--- src/rtl/vector_data_mem_responder.sv ---
// vector_data_mem_responder: MEM-stage data-memory responder serving scalar or I-lane vector loads/stores, one lane per cycle
// Ports: CLK/RST (async, active-low) | req_i, op_type_i (1=vector), we_i (1=store), addr_i, wdata_s_i, wdata_v_i
//        -> busy_o, finished_o (one-cycle done pulse), rdata_s_o, rdata_v_o, error_o
// Option: DATA_MEM_BOUNDS_CHECK_EN makes out-of-range vector requests skip RAM and pulse error_o instead of wrapping.
module vector_data_mem_responder #(
    parameter int I  = 2,
    parameter int L  = 8,
    parameter int AW = 8
) (
    input  logic           CLK,
    input  logic           RST,
    input  logic           req_i,
    input  logic           op_type_i,
    input  logic           we_i,
    input  logic [AW-1:0]  addr_i,
    input  logic [L-1:0]   wdata_s_i,
    input  logic [I*L-1:0] wdata_v_i,
    output logic           busy_o,
    output logic           finished_o,
    output logic [L-1:0]   rdata_s_o,
    output logic [I*L-1:0] rdata_v_o,
    output logic           error_o
);
    localparam int DEPTH = 2**AW;
    localparam int CW = I > 1 ? $clog2(I) : 1;

    typedef enum logic [1:0] {IDLE, ACCESS, DONE} state_t;

    state_t         state;
    logic           op_q, we_q, oob_q;
    logic [AW-1:0]  addr_q;
    logic [L-1:0]   wdata_s_q;
    logic [I*L-1:0] wdata_v_q;
    logic [CW-1:0]  cnt;
    logic [L-1:0]   mem [DEPTH];
    logic [AW-1:0]  a;
    logic [L-1:0]   lane_wd;
    logic           last, oob, mem_we;

    // Lane address wraps naturally through the AW-bit adder.
    assign a       = addr_q + AW'(cnt);
    assign last    = !op_q || cnt == CW'(I - 1);
    assign lane_wd = op_q ? wdata_v_q[cnt*L +: L] : wdata_s_q;
    assign mem_we  = state == ACCESS && we_q && !oob_q;

`ifdef DATA_MEM_BOUNDS_CHECK_EN
    assign oob = op_type_i && ({1'b0, addr_i} + (AW+1)'(I - 1) > (AW+1)'(DEPTH - 1));
`else
    assign oob = 1'b0;
`endif

    // RAM has no reset: contents survive RST.
    always_ff @(posedge CLK)
        if (mem_we) mem[a] <= lane_wd;

    always_ff @(posedge CLK or negedge RST) begin
        if (!RST) begin
            state      <= IDLE;
            busy_o     <= 1'b0;
            finished_o <= 1'b0;
            error_o    <= 1'b0;
            rdata_s_o  <= '0;
            rdata_v_o  <= '0;
            cnt        <= '0;
            op_q       <= 1'b0;
            we_q       <= 1'b0;
            oob_q      <= 1'b0;
            addr_q     <= '0;
            wdata_s_q  <= '0;
            wdata_v_q  <= '0;
        end else begin
            finished_o <= 1'b0;
            error_o    <= 1'b0;
            case (state)
                // DONE accepts a new request too, giving back-to-back service.
                IDLE, DONE: begin
                    busy_o <= req_i;
                    state  <= req_i ? ACCESS : IDLE;
                    if (req_i) begin
                        op_q      <= op_type_i;
                        we_q      <= we_i;
                        oob_q     <= oob;
                        addr_q    <= addr_i;
                        wdata_s_q <= wdata_s_i;
                        wdata_v_q <= wdata_v_i;
                        cnt       <= '0;
                    end
                end
                ACCESS: begin
                    if (!we_q && !oob_q) begin
                        if (op_q) rdata_v_o[cnt*L +: L] <= mem[a];
                        else      rdata_s_o             <= mem[a];
                    end
                    if (last) begin
                        state      <= DONE;
                        busy_o     <= 1'b0;
                        finished_o <= 1'b1;
                        error_o    <= oob_q;
                    end else begin
                        cnt <= cnt + 1'b1;
                    end
                end
                default: state <= IDLE;
            endcase
        end
    end
endmodule

--- config.mk ---
export PLATFORM = sky130hd
export DESIGN_NAME = vector_data_mem_responder
export DESIGN_NICKNAME = d
export VERILOG_FILES = /design/src/rtl/vector_data_mem_responder.sv
export SDC_FILE = /design/constraint.sdc
export NUM_CORES = 2
export LEC_CHECK = 0
export CAP_MARGIN = 10
export CORE_MARGIN = 1.5
export CORE_UTILIZATION = 50
export CTS_CLUSTER_SIZE = 30
export DETAILED_ROUTE_END_ITERATION = 10
export GPL_ROUTABILITY_DRIVEN = 1
export PLACE_DENSITY = 0.75
export SYNTH_ARGS = -nofsm -noshare
export SYNTH_HDL_FRONTEND = slang
export SYNTH_SLANG_ARGS = --single-unit
--- constraint.sdc ---
create_clock -name CLK -period 14.2 [get_ports CLK]
set_input_delay 2.13 -clock CLK [delete_from_list [all_inputs] [get_ports CLK]]
set_output_delay 2.13 -clock CLK [all_outputs]
set_load 0.1 [all_outputs]
==> metrics.csv <==
metric,value,unit
Critical Path RT,14.92,ns
worst-case clock buffer depth,3,
worst min-delay path class,flop to flop,
PostCTS Resize Cnt,0,
Final Critical Period,6.36,ns
TNS Setup,0,ns
initial antenna violation count,6,
hold bufs inserted after CTS,0,
CTS buffer count,196,
Worst setup SP type,flop,
Root Driver,clkbuf_16,
starting density of the core,0.504,
Crit Path Max Fanout,43,
"Worst Path Class, Setup",flop to flop,
share of the synthesized area in the top cell type,0.760,
Highest Clock Rate,157,MHz
mean post-synth cell area,21.1,µm²
initial drt markers,5824,
ranking of synthesized cells by area,"edfxtp_1 (76%), mux4_2 (14%), dfrtp_1 (1.9%), o22ai_1 (1.8%), nor2_1 (1.3%)",
Clock transition at path regs,0.07,ns
Setup Buffers After CTS,0,
Post-synth EDFFs,2048,
RSZ-0062 raised after global routing,no,
htree depth,4,
IO Pins,64,
CTS tree,yes,
Synth Warn #,0,
commonest cells in the netlist,"edfxtp_1 (2048), mux4_2 (512), nor2_1 (288), o22ai_1 (236), nand2_1 (133)",
Tightest Pin Transition,1.48,ns
synthesized flop and latch total,2111,
worst setup margin,7.84,ns
Post-Synthesis Cells,3837,
met3 track demand over resource,0.0631,
DP Worst Slack,7.69,ns
GR Overflow Total,0,
post-route ant nets,0,
Final setup viols,0,
Layout fillers,11307,
Max IR drop VDD,417,µV
area of the core,161000,µm²
crit share post-route,0.448,
drt first pass iters,7,
Worst R2R Path Depth,10,
Synth Net Count,3877,
largest net degree at the start of global routing,257,
Leak Pwr,27.4,nW
Setup crit end kind,flop,
most common cell in the netlist,edfxtp_1,
status,completed,
layer with the highest usage,met2,
Site Rows,147,
Tot Pwr,20.4,mW
dpl hpwl,108000,µm
synthesized cell area,80900,µm²
placed instance area,83900,µm²
"Top FF cell, synth",edfxtp_1,
hold depth,2,
Clock Skews,0.0377,ns
Max Cap Viol,0,
Async SR Flop Fraction,0.0298,
Synth-to-Final Area Change,11.5,%
"Design Area, Final",90200,µm²
met2 Track Usage GR,0.357,
Post-Route WL,191000,µm
post-synthesis sequential area ratio,0.779,
clk_lat worst skew,0.84,ns
GP Congestion,0.827,
leading area contributor after synthesis,edfxtp_1,
PortBufs,62,
die height,405,µm
Worst slew margin,0.0110,
"Core Util, Final",0.562,
vias per cell,6.41,
Nets,3963,
met1 usage,0.328,
layout cell share with drive strength beyond 1,0.224,
Final Max Tran Viols,0,
die width,405,µm
Power per Cell Area,226,nW/µm²
CP arrival,7.09,ns
synth unique cells,55,
DR WL/cell,30.6,µm
Hold Fails Final Rpt,0,
Tot GR Track Use,0.234,
die area,164000,µm²
# DRC,0,
vias in the first global route,40046,
global-route wire length before repair,278000,µm
Clock Sink Count,2111,
routed via count,39983,
-- registers in the layout, summed over array words and instances, names as in the netlist --
| signal | flops |
|---|---|
| wdata_s_q | 8 |
| state | 2 |
| finished_o | 1 |
| addr_q | 8 |
| op_q | 1 |
| mem | 2048 |
| rdata_s_o | 8 |
| rdata_v_o | 16 |
| busy_o | 1 |
| we_q | 1 |
| cnt | 1 |
| wdata_v_q | 16 |
-- power by group --
group          internal [mW]  switching, mW  total (mW)
Combinational           2.39           4.42        6.82
Clock                   2.93           2.24        5.17
Sequential              8.27          0.122        8.39
Total                   13.6           6.78        20.4
-- worst max-delay path, cell delays in order (launching register included) --
cell and delay, ns:
dfrtp_1 0.67, ha_4 0.99, buf_4 0.77, buf_4 0.75, buf_4 0.79, mux4_2 0.60, o22ai_1 0.17, o21ai_0 0.25
a41oi_1 0.67, nor4_2 0.14, mux2_2 0.32
-- kinds of logic (layout without fill, tap and decap cells) --
group	count (synthesis)	count (layout)	share of synthesized area
DFF	2111	2111	0.779
muxes	538	538	0.146
and+or+nand+nor	473	473	0.0240
AOI/OAI and AO/OA	460	460	0.0353
buffers and inverters	248	486	0.0145
adders and majority gates	3	3	0.000464
xor gates and xnor gates	3	3	0.000325
other	1	5	0.0000463
-- final cells by class --
type	instances	area (µm²)	area share
sequential	2111	63100	0.699
antenna	4	10.0	0.000111
inverter	3	11.3	0.000125
clock inverter	101	973	0.0108
tap	2160	2700	0.0300
clock buffer	249	5310	0.0589
timing repair buffer	133	1260	0.0140
multi-input combinational	1478	16900	0.187
-- per-layer routing --
layer  up-vias  wire length (µm)
met5         -                20
li1      16173                 -
met3       416             23000
met1     20820             71400
met4         2              6960
met2      2572             89300
-- placed cells by master, fill, tap and decap left out, drive strengths merged, types with 5 or more instances in the layout --
master         instances
edfxtp              2048
mux4                 512
nor2                 288
clkbuf               249
o22ai                236
nand2                133
o21ai                121
clkinv                74
buf                   72
dfrtp                 63
clkdlybuf4s50         61
a21oi                 45
a41oi                 25
mux2                  18
bufinv                16
mux2i                  8
o31ai                  8
nand4                  7
clkinvlp               7
nor3                   7
nand2b                 7
inv                    7
nand3                  6
nor4                   6
o41ai                  6
or3                    5
-- per-stage QoR --
stage	hold WS, ns	instances
2_1_floorplan	0.445	3837
3_3_place_gp	0.459	5885
3_5_place_dp	0.464	5885
4_1_cts	0.483	6235
5_1_grt	0.503	6235
6_report	0.481	6239
-- path summary, 6_finish.rpt --
kind | startpoint | endpoint | slack, ns
setup reg to reg | cnt$_DFFE_PN0P_ | rdata_v_o[6]$_DFFE_PN0P_ | 7.84
hold / removal | wdata_v_q[13]$_DFFE_PN0P_ | wdata_v_q[13]$_DFFE_PN0P_ | 0.48
min in group asynchronous | RST | wdata_v_q[11]$_DFFE_PN0P_ | 1.48
setup / recovery | cnt$_DFFE_PN0P_ | rdata_v_o[6]$_DFFE_PN0P_ | 7.84
max in group asynchronous | RST | rdata_v_o[15]$_DFFE_PN0P_ | 12.16
hold reg to reg | wdata_v_q[13]$_DFFE_PN0P_ | wdata_v_q[13]$_DFFE_PN0P_ | 0.48
Note: power is estimated with default switching activity, not from simulation.
==> RTL edit (same flow settings) <==
`AW`: 8 -> 7.
--- a/src/rtl/vector_data_mem_responder.sv
+++ b/src/rtl/vector_data_mem_responder.sv
@@ -5,7 +5,7 @@
 module vector_data_mem_responder #(
     parameter int I  = 2,
     parameter int L  = 8,
-    parameter int AW = 8
+    parameter int AW = 7
 ) (
     input  logic           CLK,
     input  logic           RST,
Ports: changed (resized addr_i); port bits go from 64 to 63. The function was not compared with the original's and may differ.
==> RTL edit against the unedited design <==
- sequential cell count fell by 1025
- cell area fell by 47%
- hold slack got worse by 6.8 ps
- setup slack improved by 1200 ps
- clock skew fell by 3.4 ps
- total power fell by 45%
- area after synthesis fell by 48%
- clock power fell by 45%
- wire length fell by 49%
==> RTL edit: results (changes against the unedited design) <==
Status: completed (unchanged)
Static leakage: 0.0151 uW (was 0.0274 uW)
Largest regs: mem: 1024 flops, rdata_v_o: 16 flops, wdata_v_q: 16 flops (was mem: 2048 flops, rdata_v_o: 16 flops, wdata_v_q: 16 flops)
Filler cells: 5987 (was 11300)
Share of cells above drive strength 1: 21.8% (was 22.4%)
Worst Hold Path EP: wdata_v_q[6] (was wdata_v_q[13])
Slowest Stage Delay on Critical Path: 1100 ps (was 990 ps)
Crit path max fanout: 62 (was 43)
Vias in the first global route: 21600 (was 40000)
Slowest CP cell: nor2_1 (was ha_4)
Nonclk buf count: 95 (was 133)
HPWL after DPL: 55100 um (was 108000 um)
R2R setup slack: 8990 ps (was 7840 ps)
Largest net degree at the start of global routing: 131 (was 257)
Layout non-clock buf frac: 1.94% (was 1.40%)
Dpl ws: 9100 ps (was 7690 ps)
Worst-margin pin slew: 1240 ps (was 1480 ps)
CTS H-Tree Depth: 3 (was 4)
Skew final: 34.3 ps (was 37.7 ps)
Multi-input logic area: 9670 um2 (was 16900 um2)
Hold slack: 474 ps (was 481 ps)
WL final: 96700 um (was 191000 um)
Synth async-reset ratio: 5.71% (was 2.98%)
Inverter count: 2 (was 3)
Synth Register Bits: 1086 (was 2111)
Antenna diodes: 0 (was 4)
Number of flops mapped to enable cells by yosys: 1024 (was 2048)
Fmax: 192 MHz (was 157 MHz)
Area of placed instances: 44300 um2 (was 83900 um2)
First-pass GRT wire length: 144000 um (was 278000 um)
Finished Layout Cells: 3421 (was 6239)
RTL edit: cell types whose count changed after synthesis, sizes merged, moves of 42 or more:
cell,delta
o21ai,-98
edfxtp,-1024
clkbuf,-85
mux4,-256
buf,-42
mux2i,+62
nor2,-146
o22ai,-235
nand2,+122
a32o,+42
RTL edit: kinds of logic (layout without fill, tap and decap cells):
kind of cell / Yosys count / count (layout) / share of synthesized area (%)
mux: 350 / 350 / 15.9
other cells: 1 / 1 / 0.00884
fa+ha+maj: 3 / 3 / 0.0885
flops: 1086 / 1086 / 76.2
simple gates: 448 / 448 / 4.21
buf+inv: 120 / 291 / 1.49
compound gates: 103 / 103 / 2.02
xor+xnor: 5 / 5 / 0.121
RTL edit: where the power goes:
part	internal [uW]	total, uW	switching (uW)
Combinational	1400	3980	2580
Clock	1650	2840	1190
Sequential	4260	4360	108
RTL edit: metal layers:
metal	track usage, %	wire (um)	share of wire [%]
met5	0	0	0
met4	7.44	2880	3.0
met3	5.39	10200	11
met2	35.4	46000	48
met1	31.7	37600	39
